### config.mk
export PLATFORM = sky130hd
export DESIGN_NAME = pipeline_hazard_ctrl_flat
export DESIGN_NICKNAME = d
export VERILOG_FILES = /design/src/rtl/pipeline_hazard_ctrl_if.sv /design/src/rtl/pipeline_hazard_ctrl.sv /design/src/flat_wrapper.sv
export SDC_FILE = /design/constraint.sdc
export NUM_CORES = 1
export LEC_CHECK = 0
export ABC_AREA = 0
export BUFFER_PORTS_ARGS = -buffer_cell sky130_fd_sc_hd__buf_2
export CAP_MARGIN = 20
export CELL_PAD_IN_SITES_DETAIL_PLACEMENT = 0
export CELL_PAD_IN_SITES_GLOBAL_PLACEMENT = 1
export CORE_UTILIZATION = 25
export DETAILED_ROUTE_END_ITERATION = 12
export PLACE_DENSITY = 0.59
export SETUP_SLACK_MARGIN = 0.2
export SLEW_MARGIN = 20
export SYNTH_ARGS = -nofsm -noshare
export SYNTH_HDL_FRONTEND = slang
export SYNTH_SLANG_ARGS = --single-unit
### constraint.sdc
create_clock -name clk -period 2.72 [get_ports clk]
set_input_delay 0.272 -clock clk [delete_from_list [all_inputs] [get_ports clk]]
set_output_delay 0.272 -clock clk [all_outputs]
set_load 0.005 [all_outputs]
### src/rtl/pipeline_hazard_ctrl_if.sv
// Decode-side bundle for the hazard scheduler: ID-stage instruction summary,
// EX redirect in, pipeline register controls and statistics out.
interface pipeline_hazard_ctrl_if;
  logic        id_valid;
  logic [4:0]  id_rs;
  logic [4:0]  id_rt;
  logic        id_uses_rs;
  logic        id_uses_rt;
  logic        id_is_load;
  logic [4:0]  id_dest;
  logic        id_reg_write;
  logic        id_is_mdu;
  logic        id_reads_hilo;
  logic        ex_redirect;

  logic        pc_we;
  logic        ifid_we;
  logic        ifid_flush;
  logic        idex_bubble;
  logic [1:0]  stall_cause;
  logic        mdu_busy;
  logic [31:0] stall_cycles;
  logic [15:0] flush_count;

  // Handshake: no valid/ready; every signal is a level that holds for one
  // pipeline cycle and is consumed on the falling clock edge.
  modport master (
    output id_valid, id_rs, id_rt, id_uses_rs, id_uses_rt, id_is_load,
           id_dest, id_reg_write, id_is_mdu, id_reads_hilo, ex_redirect,
    input  pc_we, ifid_we, ifid_flush, idex_bubble, stall_cause, mdu_busy,
           stall_cycles, flush_count
  );

  modport slave (
    input  id_valid, id_rs, id_rt, id_uses_rs, id_uses_rt, id_is_load,
           id_dest, id_reg_write, id_is_mdu, id_reads_hilo, ex_redirect,
    output pc_we, ifid_we, ifid_flush, idex_bubble, stall_cause, mdu_busy,
           stall_cycles, flush_count
  );
endinterface

### src/rtl/pipeline_hazard_ctrl.sv
// Hazard scheduler for a five-stage MIPS pipeline: load-use, busy-MDU and
// EX-redirect handling, with a shadow of the EX instruction and statistics.
module pipeline_hazard_ctrl #(
  parameter int unsigned MDU_LATENCY    = 32,
  parameter logic [31:0] STALL_CNT_INIT = 32'd0
) (
  input  logic                 clk,
  input  logic                 rst,
  pipeline_hazard_ctrl_if.slave hz
);

  typedef enum logic [1:0] {
    CAUSE_NONE     = 2'b00,
    CAUSE_LOAD_USE = 2'b01,
    CAUSE_MDU      = 2'b10,
    CAUSE_REDIRECT = 2'b11
  } cause_e;

  localparam logic [5:0] MDU_LAT = 6'(MDU_LATENCY);

  logic        ex_valid_q, ex_valid_d;
  logic        ex_is_load_q, ex_is_load_d;
  logic [4:0]  ex_dest_q, ex_dest_d;
  logic [5:0]  mdu_cnt_q, mdu_cnt_d;
  logic [31:0] stall_cycles_q, stall_cycles_d;
  logic [15:0] flush_count_q, flush_count_d;

  logic   load_use_hz;
  logic   mdu_hz;
  cause_e cause;
  logic   pc_we, ifid_we, ifid_flush, idex_bubble;

  always_comb begin
    load_use_hz = hz.id_valid && ex_valid_q && ex_is_load_q && (ex_dest_q != 5'd0) &&
                  ((hz.id_uses_rs && (hz.id_rs == ex_dest_q)) ||
                   (hz.id_uses_rt && (hz.id_rt == ex_dest_q)));
    mdu_hz      = hz.id_valid && (mdu_cnt_q != 6'd0) && (hz.id_is_mdu || hz.id_reads_hilo);
  end

  // Priority: reset, redirect, load-use, MDU busy.
  always_comb begin
    cause       = CAUSE_NONE;
    pc_we       = 1'b1;
    ifid_we     = 1'b1;
    ifid_flush  = 1'b0;
    idex_bubble = 1'b0;
    if (rst) begin
      pc_we       = 1'b0;
      ifid_we     = 1'b0;
      ifid_flush  = 1'b1;
      idex_bubble = 1'b1;
    end else if (hz.ex_redirect) begin
      cause       = CAUSE_REDIRECT;
      ifid_flush  = 1'b1;
      idex_bubble = 1'b1;
    end else if (load_use_hz || mdu_hz) begin
      cause       = load_use_hz ? CAUSE_LOAD_USE : CAUSE_MDU;
      pc_we       = 1'b0;
      ifid_we     = 1'b0;
      idex_bubble = 1'b1;
    end
  end

  always_comb begin
    ex_valid_d     = ex_valid_q;
    ex_is_load_d   = ex_is_load_q;
    ex_dest_d      = ex_dest_q;
    mdu_cnt_d      = mdu_cnt_q;
    stall_cycles_d = stall_cycles_q;
    flush_count_d  = flush_count_q;

    if (idex_bubble) begin
      ex_valid_d   = 1'b0;
      ex_is_load_d = 1'b0;
    end else begin
      ex_valid_d   = hz.id_valid;
      ex_is_load_d = hz.id_is_load && hz.id_valid;
      ex_dest_d    = hz.id_reg_write ? hz.id_dest : 5'd0;
    end

    // A squashed or stalled MDU op never starts the unit.
    if (!idex_bubble && hz.id_valid && hz.id_is_mdu) begin
      mdu_cnt_d = MDU_LAT;
    end else if (mdu_cnt_q != 6'd0) begin
      mdu_cnt_d = mdu_cnt_q - 6'd1;
    end

    if (((cause == CAUSE_LOAD_USE) || (cause == CAUSE_MDU)) && (stall_cycles_q != 32'hFFFF_FFFF)) begin
      stall_cycles_d = stall_cycles_q + 32'd1;
    end
    if (cause == CAUSE_REDIRECT) begin
      flush_count_d = flush_count_q + 16'd1;
    end
  end

  // All state moves on the falling edge, together with IF/ID and ID/EX.
  always_ff @(negedge clk) begin
    if (rst) begin
      ex_valid_q     <= 1'b0;
      ex_is_load_q   <= 1'b0;
      ex_dest_q      <= 5'd0;
      mdu_cnt_q      <= 6'd0;
      stall_cycles_q <= STALL_CNT_INIT;
      flush_count_q  <= 16'd0;
    end else begin
      ex_valid_q     <= ex_valid_d;
      ex_is_load_q   <= ex_is_load_d;
      ex_dest_q      <= ex_dest_d;
      mdu_cnt_q      <= mdu_cnt_d;
      stall_cycles_q <= stall_cycles_d;
      flush_count_q  <= flush_count_d;
    end
  end

  assign hz.pc_we        = pc_we;
  assign hz.ifid_we      = ifid_we;
  assign hz.ifid_flush   = ifid_flush;
  assign hz.idex_bubble  = idex_bubble;
  assign hz.stall_cause  = cause;
  assign hz.mdu_busy     = (mdu_cnt_q != 6'd0);
  assign hz.stall_cycles = stall_cycles_q;
  assign hz.flush_count  = flush_count_q;

endmodule

### src/flat_wrapper.sv
// flat-port wrapper written by rule: the top's interface ports become plain ports
module pipeline_hazard_ctrl_flat 
#(
  parameter int unsigned MDU_LATENCY    = 32,
  parameter logic [31:0] STALL_CNT_INIT = 32'd0
)
  (clk, rst, hz_id_valid, hz_id_rs, hz_id_rt, hz_id_uses_rs, hz_id_uses_rt, hz_id_is_load, hz_id_dest, hz_id_reg_write, hz_id_is_mdu, hz_id_reads_hilo, hz_ex_redirect, hz_pc_we, hz_ifid_we, hz_ifid_flush, hz_idex_bubble, hz_stall_cause, hz_mdu_busy, hz_stall_cycles, hz_flush_count);
  pipeline_hazard_ctrl_if hz_i ();
  input  logic clk;
  input  logic rst;
  input wire logic [$bits(hz_i.id_valid)-1:0] hz_id_valid;
  input wire logic [$bits(hz_i.id_rs)-1:0] hz_id_rs;
  input wire logic [$bits(hz_i.id_rt)-1:0] hz_id_rt;
  input wire logic [$bits(hz_i.id_uses_rs)-1:0] hz_id_uses_rs;
  input wire logic [$bits(hz_i.id_uses_rt)-1:0] hz_id_uses_rt;
  input wire logic [$bits(hz_i.id_is_load)-1:0] hz_id_is_load;
  input wire logic [$bits(hz_i.id_dest)-1:0] hz_id_dest;
  input wire logic [$bits(hz_i.id_reg_write)-1:0] hz_id_reg_write;
  input wire logic [$bits(hz_i.id_is_mdu)-1:0] hz_id_is_mdu;
  input wire logic [$bits(hz_i.id_reads_hilo)-1:0] hz_id_reads_hilo;
  input wire logic [$bits(hz_i.ex_redirect)-1:0] hz_ex_redirect;
  output wire logic [$bits(hz_i.pc_we)-1:0] hz_pc_we;
  output wire logic [$bits(hz_i.ifid_we)-1:0] hz_ifid_we;
  output wire logic [$bits(hz_i.ifid_flush)-1:0] hz_ifid_flush;
  output wire logic [$bits(hz_i.idex_bubble)-1:0] hz_idex_bubble;
  output wire logic [$bits(hz_i.stall_cause)-1:0] hz_stall_cause;
  output wire logic [$bits(hz_i.mdu_busy)-1:0] hz_mdu_busy;
  output wire logic [$bits(hz_i.stall_cycles)-1:0] hz_stall_cycles;
  output wire logic [$bits(hz_i.flush_count)-1:0] hz_flush_count;
  assign hz_i.id_valid = hz_id_valid;
  assign hz_i.id_rs = hz_id_rs;
  assign hz_i.id_rt = hz_id_rt;
  assign hz_i.id_uses_rs = hz_id_uses_rs;
  assign hz_i.id_uses_rt = hz_id_uses_rt;
  assign hz_i.id_is_load = hz_id_is_load;
  assign hz_i.id_dest = hz_id_dest;
  assign hz_i.id_reg_write = hz_id_reg_write;
  assign hz_i.id_is_mdu = hz_id_is_mdu;
  assign hz_i.id_reads_hilo = hz_id_reads_hilo;
  assign hz_i.ex_redirect = hz_ex_redirect;
  assign hz_pc_we = hz_i.pc_we;
  assign hz_ifid_we = hz_i.ifid_we;
  assign hz_ifid_flush = hz_i.ifid_flush;
  assign hz_idex_bubble = hz_i.idex_bubble;
  assign hz_stall_cause = hz_i.stall_cause;
  assign hz_mdu_busy = hz_i.mdu_busy;
  assign hz_stall_cycles = hz_i.stall_cycles;
  assign hz_flush_count = hz_i.flush_count;
  pipeline_hazard_ctrl #(.MDU_LATENCY(MDU_LATENCY), .STALL_CNT_INIT(STALL_CNT_INIT)) u_core (.clk(clk), .rst(rst), .hz(hz_i));
endmodule
==> metrics.cfg, run 1 <==
[setup_path]
cp_num_buf_inv=6
slowest_stage=or4_4
crit_top_cell=buf_6
crit_path_start_kind=input port
path_cells=buf_6 -> xor2_2 -> nor4_4 -> buf_4 -> buf_6 -> buf_6 -> buf_6 -> a221oi_4 -> or3_4 -> buf_12 -> or4_4 -> a21oi_2
slowest_delay_ns=0.51
end_kind=flop
cpLargestDelayFamily=simple AND/OR/NAND/NOR gates
crit_arrival_ns=2.62
cp.required_ns=1.67
crit_type=input port to flop
cp_max_fo=5

[placement]
place.gp.congestion=0.737
dp_hpwl_mm=5.60
numPortBuffers=79
place_area_um2=3890

[detailed_routing]
drt_pass1_iterations=9
ant_nets=0
drt_iter0_markers=78
vias=3471
drc=3
routedWlPerCell_um=13.6
viasPerCell=4.85
wl_mm=9.73

[clock_tree]
clkSinkCount=61
clk_pin_slew_ns=0.03
clockBufferDepth=2
hold_buffers=0
htreeDepth=3
cts_tree=done
cts-root-buf=clkbuf_16
clk_latency_ns=0.39
cts_buffers=9

[synth]
synth_seq_cells=61
synth_top_cell_by_area=dfxtp_1
syn_nets=389
syn_area_um2=3020
synth_enable_flop_cells=0
async_reset_ff_frac=0
synth_top_cell_area_share=0.405
synth_area_leaders=dfxtp_1 (40%), a21oi_1 (6.5%), xor2_1 (5.5%)
synth_ff_type=dfxtp_1
yosys.cell_types.count=43
syn_inst=360
syn_avg_cell_area_um2=8.38
ys_warn_count=0
yosysSeqAreaShare=0.405

[timing]
relSlewSlack=0.579
fin_skew_ns=0.0161
setup_viol=48
tns_ns=-32.85
worst_pin_slew_ns=0.625
fin_ws_ns=-0.948
rsz0062_at_grt=yes
drv_slew=0
hold_viol_final=0

[die]
rows=39
num_io_pins=80
die_x_um=112
die-area_um2=12500
start_util=0.260
chipHeight_um=112
floorplan.core_area_um2=11600

[pwr]
p_sw_uw=1030
ir_worst_vdd_mv=0.285
sw_frac_of_total=0.304
pwr-share-comb=0.224
p_int_uw=2360
clkPwrFrac=0.488
p_per_area_nw_per_um2=617
p_seq_frac=0.288
p_leak_uw=0.00241

[job]
drv_cap=0

[global_route]
grt_pass1_vias=3230
antenna_found_initial=0
grt_max_degree=67
grt_overflow=0
grt_pass1_wl_mm=14.3
grt_use_total=0.141

[final_layout]
final_common_cell=inv_1
drive_gt1_frac=0.543
multiInputGateArea_um2=2090
n_antenna_cell=0
final_core_util=0.473
synthToLayoutAreaGrowth_pct=82.2
fill_cells=1116
fin_area_um2=5500
mostFrequentLayoutCells=inv_1 (68), buf_2 (61), buf_4 (53), buf_6 (32), dfxtp_2 (32)
register_area_um2=1350
nets=597

[hold_path]
hp-class=flop to flop

[status]
violations=DRC, setup timing
status=complete, but fails checks

[sequential cells by signal (all words and copies together), names as in the netlist]
| register | count |
|---|---|
| u_core.hz.flush_count | 16 |
| u_core.ex_dest_q | 5 |
| u_core.ex_valid_q | 1 |
| u_core.hz.stall_cycles | 32 |
| u_core.ex_is_load_q | 1 |
| u_core.mdu_cnt_q | 6 |
[power groups by stage]
stage	Combinational (uW)	Clock (uW)	Sequential, uW
finish	761	1660	976
global route	849	1840	980
CTS	655	1720	993
detailed placement	567	138	998
global placement	562	138	997
floorplan	368	138	1000
[per-stage QoR]
stage	power (uW)	worst slack, ns	instances	hold WS [ns]
after floorplan	1510	-0.677	360	0.477
after global placement	1700	-0.969	604	0.484
after detailed placement	1700	-0.990	604	0.486
after CTS	3370	-0.874	694	0.479
after global routing	3660	-1.03	716	0.479
final	3390	-0.948	716	0.463
[cells by family after synthesis]
family / Yosys count / synth area share
compound gates: 77 / 0.153
xor+xnor: 31 / 0.0900
fa+ha+maj: 4 / 0.0166
buf+inv: 30 / 0.0431
flops: 61 / 0.405
mux: 2 / 0.00663
simple gates: 155 / 0.286
[worst paths after layout]
kind	from	to	slack (ns)	cells past startpoint
setup / recovery	hz_id_rt[2]	u_core.hz.stall_cycles[29]	-0.95	12
hold / removal	u_core.hz.stall_cycles[2]	u_core.hz.stall_cycles[2]	0.46	1
setup reg to reg	u_core.hz.stall_cycles[0]	u_core.hz.stall_cycles[15]	-0.01	9
hold reg to reg	u_core.hz.stall_cycles[2]	u_core.hz.stall_cycles[2]	0.46	1
[repair_timing]
action / in CTS / in global routing
buffers inserted: 13 / 15
pin swaps: 8 / 29
gates cloned: 1 / 7
gates resized for setup: 73 / 120
endpoints found under the setup margin: 95 / 92
endpoints found under the hold margin: 0 / 0
[synth_stat cells (3+ instances only)]
library cell and number:
buf_2 4, nor3_1 11, a21oi_1 39, clkbuf_1 11, nand4_1 11, or3_1 8, inv_1 11, nor2_1 27
nand3_1 17, o21ai_0 9, xor2_1 19, ha_1 4, xnor2_1 12, buf_4 3, a211oi_1 3, nand2_1 27
or4_1 21, o31ai_1 19, and3_1 9, dfxtp_1 61, nand2b_1 7
[final cells by class]
| type | count | share of cell area |
|---|---|---|
| clock buffer | 9 | 0.0410 |
| clock inverter | 68 | 0.0619 |
| inverter | 10 | 0.00683 |
| multi-input combinational | 270 | 0.380 |
| sequential | 61 | 0.246 |
| tap | 143 | 0.0325 |
| timing repair buffer | 155 | 0.232 |
[metal layers]
layer  GRT usage  vias to the layer above  part of all wire
li1            -                     1728                 -
met1       0.164                     1628              0.45
met5           0                        -                 0
met3      0.0463                       11             0.052
met2       0.216                      104              0.48
met4       0.103                        0             0.013
No activity file was read; power rests on OpenSTA's default activity.
==> inputs of run 2 (changes only) <==
--- a/config.mk
+++ b/config.mk
@@ -10,7 +10,9 @@
 export CAP_MARGIN = 20
 export CELL_PAD_IN_SITES_DETAIL_PLACEMENT = 0
 export CELL_PAD_IN_SITES_GLOBAL_PLACEMENT = 1
+export CORE_MARGIN = 5
 export CORE_UTILIZATION = 25
+export CTS_CLUSTER_DIAMETER = 30
 export DETAILED_ROUTE_END_ITERATION = 12
 export PLACE_DENSITY = 0.59
 export SETUP_SLACK_MARGIN = 0.2
@@ -18,3 +20,4 @@
 export SYNTH_ARGS = -nofsm -noshare
 export SYNTH_HDL_FRONTEND = slang
 export SYNTH_SLANG_ARGS = --single-unit
+export TNS_END_PERCENT = 20
==> metrics.cfg, run 2 (same netlist as run 1, synthesis figures left out) <==
[final_layout]
final_common_cell=buf_2
drive_gt1_frac=0.376
mostFrequentLayoutCells=buf_2 (73), inv_1 (71), dfxtp_1 (40), a21oi_1 (37), buf_4 (36)
nets=577
synthToLayoutAreaGrowth_pct=63.6
fill_cells=1240
n_antenna_cell=0
largest_register_ffs=32

[setup_path]
slowest_stage=dfxtp_4
end_kind=primary output
cp_num_buf_inv=4
cp.required_ns=2.45
cp_max_fo=4
slowest_delay_ns=0.37
crit_arrival_ns=3.35
cpLargestDelayFamily=buffers and inverters
r2r_start=u_core.hz.stall_cycles[13]
path_cells=xor2_2 -> nor4_4 -> buf_4 -> a22o_4 -> buf_6 -> buf_4 -> a21oi_2 -> nor2_1 -> buf_2
critPathLaunch=u_core.ex_dest_q[0]
crit_top_cell=buf_4
crit_type=flop to primary output
crit_path_start_kind=flop

[pwr]
p_per_area_nw_per_um2=622
ir_worst_vdd_mv=0.285
p_leak_uw=0.00221

[status]
violations=setup timing
status=complete, but fails checks

[die]
floorplan.core_area_um2=11900
start_util=0.253
num_io_pins=80
rows=40
chipHeight_um=120
die_x_um=120
die-area_um2=14400

[clock_tree]
cts-root-buf=clkbuf_16
clockBufferDepth=2
cts_buffers=9
clkSinkCount=61
clk_latency_ns=0.40
htreeDepth=3
cts_tree=done
clk_pin_slew_ns=0.03

[timing]
tns_ns=-26.90
fin_skew_ns=0.0190
drv_slew=0
hold_slack_ns=0.468
hold_viol_final=0
setup_viol=44
worst_pin_slew_ns=0.543
relSlewSlack=0.638
rsz0062_at_grt=yes
fin_ws_ns=-0.903

[detailed_routing]
drt_pass1_iterations=4
routedWlPerCell_um=13.7
ant_nets=0
drc=0
viasPerCell=4.85
drt_iter0_markers=133
vias=3394
wl_mm=9.59

[global_route]
grt_use_total=0.137
grt_max_degree=67
grt_overflow=0
grt_pass1_vias=3564
grt_pass1_wl_mm=16.2
antenna_found_initial=0

[hold_path]
holdCritStartpoint=u_core.hz.stall_cycles[2]
hp-class=flop to flop

[job]
drv_cap=0

[placement]
numPortBuffers=79
place.gp.congestion=0.752
dp_hpwl_mm=6.06

## run 2: final timing paths
kind / end / slack [ns] / depth (start not counted)
setup / recovery: hz_stall_cause[0] / -0.90 / 9
hold / removal: u_core.hz.stall_cycles[2] / 0.47 / 1
setup reg to reg: u_core.hz.stall_cycles[19] / 0.17 / 10
hold reg to reg: u_core.hz.stall_cycles[2] / 0.47 / 1
## run 2: per-stage QoR
stage	cell area, um2	setup slack [ns]	power (uW)	utilization	std cells
3_3_place_gp	3840	-0.943	1700	0.322	608
6_report	4940	-0.903	3070	0.414	700
4_1_cts	4760	-0.923	3140	0.400	696
3_5_place_dp	3840	-0.982	1710	0.322	608
2_1_floorplan	3040	-0.679	1460	-	360
5_1_grt	4940	-1.02	3360	0.414	700
## run 2: power by group
part	leakage (uW)	internal [uW]	switching [uW]
registers	0.000506	948	33.3
clock network	0.000463	738	665
logic	0.00124	378	310
total	0.00221	2060	1010
## run 2: what timing repair did
action                                  4_1_cts  5_1_grt
endpoints found under the hold margin         0        0
gates resized for setup                      60       30
pin swaps                                    38       13
hold buffers                                  0        0
setup buffers                                 6        4
endpoints found under the setup margin      102      100
cloned                                        6        0
## run 2: cell type report
class / count / area [um2] / area share
inverters: 10 / 37.5 / 0.00760
multi-input cells: 269 / 1880 / 0.380
repair buffers: 136 / 1070 / 0.216
flip-flops and latches: 61 / 1270 / 0.257
well taps: 147 / 184 / 0.0373
clock buffers: 9 / 225 / 0.0456
clock inverters: 68 / 277 / 0.0560
## run 2: layer usage
layer,track usage,wire length [um]
met4,0.0766,127
met3,0.0594,547
met2,0.208,4670
met1,0.162,4250
met5,0,0
==> inputs of run 3 (changes only) <==
--- a/config.mk
+++ b/config.mk
@@ -15,7 +15,6 @@
 export CTS_CLUSTER_DIAMETER = 30
 export DETAILED_ROUTE_END_ITERATION = 12
 export PLACE_DENSITY = 0.59
-export SETUP_SLACK_MARGIN = 0.2
 export SLEW_MARGIN = 20
 export SYNTH_ARGS = -nofsm -noshare
 export SYNTH_HDL_FRONTEND = slang
==> metrics.cfg, run 3 (same netlist as run 1, synthesis figures left out) <==
[pwr]
pwr-share-comb=0.213
sw_frac_of_total=0.305
ir_worst_vdd_mv=0.332
p_int_uw=2220
p_leak_uw=0.00212
p_seq_frac=0.307
power_uw=3200
p_sw_uw=978
p_per_area_nw_per_um2=681
clkPwrFrac=0.480

[status]
status=complete, but fails checks
violations=setup timing

[die]
chipHeight_um=120
die_x_um=120
num_io_pins=80
start_util=0.253
rows=40
die-area_um2=14400
floorplan.core_area_um2=11900

[setup_path]
cp_max_fo=3
cp.required_ns=2.45
crit_arrival_ns=3.33
crit_type=flop to primary output
end_kind=primary output
crit_path_start_kind=flop

[detailed_routing]
ant_nets=0
viasPerCell=4.84
vias=3401
drt_pass1_iterations=4
drc=0
drt_iter0_markers=125
wl_mm=9.70
routedWlPerCell_um=13.8

[timing]
fin_skew_ns=0.0152
hold_viol_final=0
setup_viol=45
relSlewSlack=0.504
drv_slew=0
rsz0062_at_grt=yes
fin_ws_ns=-0.883
worst_pin_slew_ns=0.742

[final_layout]
nets=581
drive_gt1_frac=0.335
mostFrequentLayoutCells=buf_2 (77), inv_1 (71), dfxtp_1 (55), buf_4 (51), a21oi_1 (36)
synthToLayoutAreaGrowth_pct=55.8
fin_area_um2=4700
largest_register_ffs=32
layout.cells.non_filler=702
n_antenna_cell=0
fill_cells=1271
final_common_cell=buf_2

[placement]
dp_cells=614
place_ws_ns=-1.04
numPortBuffers=79
place_area_um2=3870
place.gp.congestion=0.726
dp_hpwl_mm=6.14

[global_route]
grt_pass1_vias=3421
grt_max_degree=67
antenna_found_initial=0
grt_overflow=0
grt_use_total=0.135
grt_pass1_wl_mm=15.8

[hold_path]
hp-class=flop to flop

[clock_tree]
htreeDepth=3
cts_buffers=9
hold_buffers=0
clk_pin_slew_ns=0.03
clk_latency_ns=0.39
cts_tree=done
cts-root-buf=clkbuf_16
clkSinkCount=61
clockBufferDepth=2

[job]
drv_cap=0

-- run 3: layout make-up --
class	count	area [um2]	share of cell area
Multi-Input combinational cell	274	1860	0.396
Timing Repair Buffer	135	847	0.180
Clock inverter	66	303	0.0644
Inverter	10	37.5	0.00798
Sequential cell	61	1240	0.264
Clock buffer	9	225	0.0479
Tap cell	147	184	0.0391
-- run 3: power groups by stage --
| stage | clock, uW | combinational [uW] | sequential (uW) |
|---|---|---|---|
| 2_1_floorplan | 138 | 331 | 994 |
| 3_3_place_gp | 138 | 582 | 990 |
| 3_5_place_dp | 138 | 585 | 992 |
| 4_1_cts | 1630 | 646 | 986 |
| 5_1_grt | 1730 | 772 | 989 |
| 6_report | 1540 | 682 | 984 |
-- run 3: path summary, 6_finish.rpt --
check                              from  cells past startpoint                    endpoint  slack, ns
max                 u_core.ex_dest_q[1]                      9           hz_stall_cause[1]      -0.88
min          u_core.hz.stall_cycles[22]                      2  u_core.hz.stall_cycles[22]       0.50
max reg2reg         u_core.ex_dest_q[1]                     10  u_core.hz.stall_cycles[11]       0.18
min reg2reg  u_core.hz.stall_cycles[22]                      2  u_core.hz.stall_cycles[22]       0.50
-- run 3: metrics by stage --
stage,hold WS [ns],utilization,setup TNS [ns]
after CTS,0.498,0.381,-25.18
after detailed placement,0.492,0.325,-42.80
final,0.496,0.395,-28.92
after floorplan,0.480,-,-22.99
after global placement,0.481,0.325,-41.55
after global routing,0.525,0.395,-32.54
-- run 3: per-layer routing --
layer  GRT usage  wire [um]  vias up
li1            -          -     1707
met1       0.156       4490     1594
met2       0.207       4570       89
met3      0.0617        519       11
met4      0.0773        126        0
met5           0          0        -
-- run 3: worst max-delay path, cell delays in order (launching register included) --
cell and delay, ns:
dfxtp_4 0.36, xor2_1 0.17, nor4_2 0.30, buf_4 0.17, a22o_4 0.16, buf_6 0.10
nand2_1 0.05, a21oi_2 0.11, nor2_1 0.04, buf_2 0.14
-- run 3: repair_timing --
item                                    in CTS  in global routing
gates cloned                                 3                  2
gates resized for setup                     21                 25
pin swaps                                   14                 15
buffers inserted                             5                  4
endpoints found under the setup margin      53                 50
